## src/rtl/i2c_slave_regfile.sv

```systemverilog
// i2c_slave_regfile: I2C slave (7-bit address) in front of a byte-wide register
// file. An 8-bit pointer auto-increments across read and write bursts. SCL and
// SDA are oversampled on wb_clk through a synchroniser and a glitch filter.
// Optional feature macro: I2C_SLAVE_WP_EN adds a write-protect input wp_i.
module i2c_slave_regfile #(
  parameter logic [6:0] SLAVE_ADDR = 7'h45,
  parameter int         MEM_AW     = 4,
  parameter int         FILT_LEN   = 3
) (
  input  logic              wb_clk,
  input  logic              wb_rst_n,
  input  logic              scl_i,
  input  logic              sda_i,
`ifdef I2C_SLAVE_WP_EN
  input  logic              wp_i,
`endif
  output logic              sda_oen_o,
  output logic              busy_o,
  output logic              wr_strobe_o,
  output logic [MEM_AW-1:0] wr_addr_o
);

  localparam int                DEPTH   = 2**MEM_AW;
  localparam logic [MEM_AW-1:0] PTR_ONE = MEM_AW'(1);

  typedef enum logic [3:0] {
    IDLE, ADDR, ADDR_ACK, PTR, PTR_ACK, WDATA, WACK, RDATA, RACK
  } state_t;

  state_t state, state_nxt;

  logic                scl_p0, scl_p1, sda_p0, sda_p1;
  logic [FILT_LEN-1:0] scl_hist, sda_hist;
  logic                scl_f, sda_f, scl_d, sda_d;
  logic                scl_rise, scl_fall, start_ev, stop_ev;

  logic [2:0]        bit_cnt;
  logic              ack_rise, rw;
  logic [7:0]        shift_r, tx_byte, rx_byte;
  logic              last_bit, addr_hit, wr_allow;
  logic [MEM_AW-1:0] ptr, ptr_nxt;
  logic [7:0]        mem [DEPTH];

  logic bit_tick, byte_done, ack_drive, ack_seen, ack_done;
  logic tx_drive, rack_rel, rd_next, rd_start, busy_set, busy_clr;
  logic ptr_load, wr_byte, mem_we;

`ifdef I2C_SLAVE_WP_EN
  assign wr_allow = ~wp_i;
`else
  assign wr_allow = 1'b1;
`endif

  // Two-flop synchroniser on both bus lines; idle bus level is high.
  always_ff @(posedge wb_clk or negedge wb_rst_n) begin
    if (!wb_rst_n) begin
      scl_p0 <= 1'b1;
      scl_p1 <= 1'b1;
      sda_p0 <= 1'b1;
      sda_p1 <= 1'b1;
    end else begin
      scl_p0 <= scl_i;
      scl_p1 <= scl_p0;
      sda_p0 <= sda_i;
      sda_p1 <= sda_p0;
    end
  end

  // Glitch filter: a filtered line moves only when the last FILT_LEN samples agree.
  always_ff @(posedge wb_clk or negedge wb_rst_n) begin
    if (!wb_rst_n) begin
      scl_hist <= '1;
      sda_hist <= '1;
      scl_f    <= 1'b1;
      sda_f    <= 1'b1;
      scl_d    <= 1'b1;
      sda_d    <= 1'b1;
    end else begin
      scl_hist <= {scl_hist[FILT_LEN-2:0], scl_p1};
      sda_hist <= {sda_hist[FILT_LEN-2:0], sda_p1};
      if (&scl_hist)       scl_f <= 1'b1;
      else if (~|scl_hist) scl_f <= 1'b0;
      if (&sda_hist)       sda_f <= 1'b1;
      else if (~|sda_hist) sda_f <= 1'b0;
      scl_d <= scl_f;
      sda_d <= sda_f;
    end
  end

  assign scl_rise = scl_f & ~scl_d;
  assign scl_fall = ~scl_f & scl_d;
  assign start_ev = scl_f & scl_d & sda_d & ~sda_f;
  assign stop_ev  = scl_f & scl_d & ~sda_d & sda_f;

  assign rx_byte  = {shift_r[6:0], sda_f};
  assign last_bit = (bit_cnt == 3'd7);
  assign addr_hit = (rx_byte[7:1] == SLAVE_ADDR);
  assign ptr_nxt  = ptr + PTR_ONE;

  // FSM state register.
  always_ff @(posedge wb_clk or negedge wb_rst_n) begin
    if (!wb_rst_n) state <= IDLE;
    else           state <= state_nxt;
  end

  // FSM next state; STOP and START override any bit event.
  always_comb begin
    state_nxt = state;
    if (stop_ev) begin
      state_nxt = IDLE;
    end else if (start_ev) begin
      state_nxt = ADDR;
    end else begin
      case (state)
        ADDR:     if (scl_rise && last_bit) state_nxt = addr_hit ? ADDR_ACK : IDLE;
        ADDR_ACK: if (scl_fall && ack_rise) state_nxt = rw ? RDATA : PTR;
        PTR:      if (scl_rise && last_bit) state_nxt = PTR_ACK;
        PTR_ACK:  if (scl_fall && ack_rise) state_nxt = WDATA;
        WDATA:    if (scl_rise && last_bit) state_nxt = WACK;
        WACK:     if (scl_fall && ack_rise) state_nxt = WDATA;
        RDATA:    if (scl_rise && last_bit) state_nxt = RACK;
        RACK:     if (scl_rise)             state_nxt = sda_f ? IDLE : RDATA;
        default:  state_nxt = IDLE;
      endcase
    end
  end

  // FSM outputs: per-clock control strobes decoded from state and bus events.
  always_comb begin
    bit_tick  = 1'b0;
    byte_done = 1'b0;
    ack_drive = 1'b0;
    ack_seen  = 1'b0;
    ack_done  = 1'b0;
    tx_drive  = 1'b0;
    rack_rel  = 1'b0;
    rd_next   = 1'b0;
    busy_set  = 1'b0;
    busy_clr  = 1'b0;
    if (stop_ev) begin
      busy_clr = 1'b1;
    end else if (!start_ev) begin
      case (state)
        ADDR, PTR, WDATA: begin
          bit_tick  = scl_rise;
          byte_done = scl_rise & last_bit;
        end
        ADDR_ACK, PTR_ACK, WACK: begin
          ack_drive = scl_fall & ~ack_rise;
          ack_seen  = scl_rise;
          ack_done  = scl_fall & ack_rise;
        end
        RDATA: begin
          bit_tick = scl_rise;
          tx_drive = scl_fall;
        end
        RACK: begin
          rack_rel = scl_fall;
          rd_next  = scl_rise & ~sda_f;
          busy_clr = scl_rise & sda_f;
        end
        default: ;
      endcase
      if (state == ADDR && byte_done) begin
        busy_set = addr_hit;
        busy_clr = ~addr_hit;
      end
    end
  end

  assign rd_start = ack_done & (state == ADDR_ACK) & rw;
  assign ptr_load = byte_done & (state == PTR);
  assign wr_byte  = byte_done & (state == WDATA);
  assign mem_we   = wr_byte & wr_allow;

  // Bit counter, ACK-phase tracking and captured R/W bit.
  always_ff @(posedge wb_clk or negedge wb_rst_n) begin
    if (!wb_rst_n) begin
      bit_cnt  <= '0;
      ack_rise <= 1'b0;
      rw       <= 1'b0;
    end else if (start_ev || stop_ev) begin
      bit_cnt  <= '0;
      ack_rise <= 1'b0;
    end else begin
      if (bit_tick)     bit_cnt <= bit_cnt + 3'd1;
      else if (rd_next) bit_cnt <= '0;
      if (ack_seen)      ack_rise <= 1'b1;
      else if (ack_done) ack_rise <= 1'b0;
      if (byte_done && state == ADDR) rw <= sda_f;
    end
  end

  // Receive shift register and transmit byte holding register (data only).
  always_ff @(posedge wb_clk) begin
    if (bit_tick) shift_r <= rx_byte;
    if (rd_start)     tx_byte <= mem[ptr];
    else if (rd_next) tx_byte <= mem[ptr_nxt];
  end

  // Pointer, register file and write strobe.
  always_ff @(posedge wb_clk or negedge wb_rst_n) begin
    if (!wb_rst_n) begin
      ptr         <= '0;
      wr_strobe_o <= 1'b0;
      wr_addr_o   <= '0;
      for (int i = 0; i < DEPTH; i++) mem[i] <= '0;
    end else begin
      wr_strobe_o <= mem_we;
      if (mem_we) begin
        mem[ptr]  <= rx_byte;
        wr_addr_o <= ptr;
      end
      if (ptr_load)              ptr <= rx_byte[MEM_AW-1:0];
      else if (wr_byte || rd_next) ptr <= ptr_nxt;
    end
  end

  // SDA drive and busy flag; SDA only changes on SCL falls, START, STOP or reset.
  always_ff @(posedge wb_clk or negedge wb_rst_n) begin
    if (!wb_rst_n) begin
      sda_oen_o <= 1'b1;
      busy_o    <= 1'b0;
    end else begin
      if (start_ev || stop_ev) sda_oen_o <= 1'b1;
      else if (ack_drive)      sda_oen_o <= 1'b0;
      else if (rd_start)       sda_oen_o <= mem[ptr][7];
      else if (ack_done)       sda_oen_o <= 1'b1;
      else if (tx_drive)       sda_oen_o <= tx_byte[3'd7 - bit_cnt];
      else if (rack_rel)       sda_oen_o <= 1'b1;
      if (busy_set)      busy_o <= 1'b1;
      else if (busy_clr) busy_o <= 1'b0;
    end
  end

endmodule

```

## config.mk

```make
export PLATFORM = sky130hd
export DESIGN_NAME = i2c_slave_regfile
export DESIGN_NICKNAME = d
export VERILOG_FILES = /design/src/rtl/i2c_slave_regfile.sv
export SDC_FILE = /design/constraint.sdc
export NUM_CORES = 1
export LEC_CHECK = 0
export BUFFER_PORTS_ARGS = -buffer_cell sky130_fd_sc_hd__buf_2
export CORE_ASPECT_RATIO = 1.4
export CORE_MARGIN = 3
export CORE_UTILIZATION = 55
export CTS_BUF_LIST = sky130_fd_sc_hd__clkbuf_16
export DETAILED_ROUTE_END_ITERATION = 16
export PLACE_DENSITY = 0.71
export SYNTH_ARGS = -nofsm -noshare
export SYNTH_HDL_FRONTEND = slang
export SYNTH_SLANG_ARGS = --single-unit
```

## constraint.sdc

```tcl
create_clock -name wb_clk -period 7.35 [get_ports wb_clk]
set_input_delay 1.47 -clock wb_clk [delete_from_list [all_inputs] [get_ports wb_clk]]
set_output_delay 1.47 -clock wb_clk [all_outputs]
set_load 0.02 [all_outputs]
```

==> qor.csv <==
metric,value,unit
multi_input_area,4420,um2
residual_drc_count,0,
wire_per_inst,26.3,um
drtPass1Iterations,5,
globalRouteTotalUtil,25.0,%
synth_top_cell_area_share,40.0,%
finalCritPeriodShare,46.2,%
timing_max_transition_violations_final,0,
grt_first_pass_wirelength,34400,um
timing.critical_path.arrival,3.57,ns
total_clock_buffers_created_by_cts,17,
most_frequently_used_flop_master_after_synthesis,sky130_fd_sc_hd__dfrtp_1,
clock_tree.buffer_depth,2,
grt_pass1_vias,5876,
power_density,219,nW/um2
ys_ff_latch,177,
dr_total_vias,5638,
initial_core_util,56.4,%
finalSetupTns,0,ns
grt_setup_unrepaired,false,
postSynthCellCount,621,
async_reset_ff_share,91.5,%
clkTransAtPathRegs,0.07,ns
synthMuxAreaShare,34.3,%
clock_latency,0.43,ns
yosys.area_share.adder,0.816,%
worstPathMaxFanout,39,
die_area,18300,um2
main_combinational_cell_family_by_area_after_synthesis,multiplexers,
die_x,115,um
largest_net_degree_at_the_start_of_global_routing,101,
vdd_ir_max,0.155,mV
areaGrowthSynthToFinish,7.76,%
kind_of_capture_point_of_the_worst_setup_path,flip-flop,
cts.sinks,177,
yosysMostFrequentCell,sky130_fd_sc_hd__dfrtp_1,
antenna_cells_inserted,0,
synth_simple_gate_area_share,7.05,%
r2r_slack,3.95,ns
y_dimension_of_the_die,159,um
fp.coreArea,16300,um2
status,"finished, final reports clean",
fraction_of_layout_cells_with_a_size_suffix_above_1,46.9,%
rows,55,
yosysTopAreaCell,sky130_fd_sc_hd__dfrtp_1,
drt_iter0_markers,531,
synth_top_cells_by_area,"sky130_fd_sc_hd__dfrtp_1 40%, sky130_fd_sc_hd__mux2_2 17%, sky130_fd_sc_hd__mux4_2 16%, sky130_fd_sc_hd__edfxtp_1 4.9%, sky130_fd_sc_hd__dfstp_2 4.3%",
nFillCells,1227,
place_congestion,0.866,
final-hold-violation-count,0,
post_cts_hold_buffer_count,0,
synth_cell_type_count,59,
synth_compound_area_share,5.48,%
cts_tree,done,
synth_seq_area_share,49.2,%
synth_warnings,0,
number_of_enable_flip_flop_cells_after_synthesis,15,
summed_instance_area_of_the_synthesized_netlist,9200,um2
port_buffers,10,
max_cap_viol,0,
hp-class,reg2reg,
design.portCount,11,
syn_nets,631,
worst_slew_pin_slew,1.06,ns
dp.final_hpwl,14600,um
route.final.wire_length,21800,um
clk_root_buffer_cell,sky130_fd_sc_hd__clkbuf_16,
antenna_found_initial,0,
route.detailed.vias_per_inst,6.81,
ctsHtreeMaxLevel,4,
number_of_nets_with_antenna_violations_after_detailed_routing,0,
worstPathRequired,7.52,ns
overflow,0,
critical_path_class,reg2reg,
max_slew_margin,28.1,%
area.sequential,4530,um2
static-leakage-power,4.27,nW
post-cts-setup-buffers,0,
synth_xor_xnor_area_share,0.395,%
worstSetupStartpointType,flip-flop,
ctsResizeCount,0,
synthesis.area_per_instance,14.8,um2
totalPowerFinal,2.17,mW
fmax,294,MHz
finalNetCount,626,
clock_skew,0.00709,ns
finalCriticalPeriod,3.40,ns
netlist_top_cells_count,"147 x sky130_fd_sc_hd__dfrtp_1, 140 x sky130_fd_sc_hd__mux2_2, 65 x sky130_fd_sc_hd__mux4_2, 25 x sky130_fd_sc_hd__nand2_1, 19 x sky130_fd_sc_hd__clkbuf_1",
setup_violations,0,
-- layout by cell type (no fill, tap or decap), types with 2 or more instances in the layout --
master and count:
sky130_fd_sc_hd__nor2_1 15, sky130_fd_sc_hd__edfxtp_1 15, sky130_fd_sc_hd__a31oi_1 9, sky130_fd_sc_hd__clkbuf_16 18
sky130_fd_sc_hd__nand2_1 25, sky130_fd_sc_hd__buf_4 8, sky130_fd_sc_hd__a22o_1 7, sky130_fd_sc_hd__a22oi_1 11
sky130_fd_sc_hd__nor3_1 5, sky130_fd_sc_hd__nand2b_1 4, sky130_fd_sc_hd__nor3b_1 2, sky130_fd_sc_hd__mux2i_1 4
sky130_fd_sc_hd__nand3_2 9, sky130_fd_sc_hd__o21ai_0 15, sky130_fd_sc_hd__mux2_1 2, sky130_fd_sc_hd__nor2b_1 15
sky130_fd_sc_hd__a2111oi_0 5, sky130_fd_sc_hd__a311oi_1 4, sky130_fd_sc_hd__buf_2 9, sky130_fd_sc_hd__and3_1 2
sky130_fd_sc_hd__nand3_1 3, sky130_fd_sc_hd__inv_4 3, sky130_fd_sc_hd__a21oi_1 15, sky130_fd_sc_hd__clkinv_4 4
sky130_fd_sc_hd__ha_1 6, sky130_fd_sc_hd__inv_8 4, sky130_fd_sc_hd__mux2_2 140, sky130_fd_sc_hd__dfrtp_1 145
sky130_fd_sc_hd__nor2_2 4, sky130_fd_sc_hd__nor4_4 3, sky130_fd_sc_hd__inv_6 2, sky130_fd_sc_hd__mux4_2 65
sky130_fd_sc_hd__inv_1 7, sky130_fd_sc_hd__dfstp_2 15
-- power by group --
group	switching, mW	total (mW)	leakage [nW]	internal [mW]
Combinational	0.125	0.208	1.66	0.0833
Clock	0.407	0.872	0.290	0.465
Sequential	0.0733	1.09	2.32	1.02
-- final cells by class --
type / count / share of cell area (%)
inverters: 7 / 0.265
clock inverters: 14 / 1.21
flip-flops and latches: 177 / 45.7
well taps: 199 / 2.51
repair buffers: 18 / 1.17
multi-input cells: 395 / 44.6
clock buffers: 18 / 4.55
-- layer usage --
metal  part of all wire (%)  track usage [%]  vias to the layer above
met2                     53             41.4                      210
li1                       -                -                     2393
met4                    3.8             10.5                        0
met1                     38             32.2                     2990
met5                      0                0                        -
met3                    5.1             4.83                       45
-- path summary, 6_finish.rpt --
path | start | endpoint | cells past startpoint
worst max-delay path | ptr[1] | tx_byte[7] | 8
worst min-delay path | sda_p0 | sda_p1 | 0
max in group asynchronous | wb_rst_n | mem[52] | 2
worst max register to register | ptr[1] | tx_byte[7] | 8
worst min register to register | sda_p0 | sda_p1 | 0
min in group asynchronous | wb_rst_n | mem[123] | 1
-- through the flow --
step	util [%]	setup slack [ns]	hold slack [ns]	instance area [um2]	cells
2_1_floorplan	-	4.44	0.345	9200	621
3_3_place_gp	57.3	4.01	0.346	9340	796
3_5_place_dp	57.3	3.92	0.348	9340	796
4_1_cts	60.8	3.93	0.358	9910	828
5_1_grt	60.8	3.75	0.358	9910	828
6_report	60.8	3.95	0.356	9910	828
-- registers in the layout (all words and copies together), names as in the netlist, 3 cells and up --
register	cells
ptr	4
wr_addr_o	4
mem	128
scl_hist	3
state	4
shift_r	7
tx_byte	8
bit_cnt	3
sda_hist	3
-- cell families after synthesis --
logic type / count (synthesis)
and+or+nand+nor: 99
adders and majority gates: 6
AOI/OAI and AO/OA: 75
muxes: 213
buffers and inverters: 49
xor gates and xnor gates: 2
DFF: 177
-- critical path, cell delays in order (launching register included) --
cell,delay (ns)
sky130_fd_sc_hd__dfrtp_2,0.34
sky130_fd_sc_hd__buf_4,0.57
sky130_fd_sc_hd__inv_1,0.15
sky130_fd_sc_hd__ha_1,0.59
sky130_fd_sc_hd__buf_4,0.42
sky130_fd_sc_hd__mux4_2,0.35
sky130_fd_sc_hd__mux4_2,0.48
sky130_fd_sc_hd__nor2_1,0.14
sky130_fd_sc_hd__nor2_1,0.06
Power figures use the tool's default switching activity.
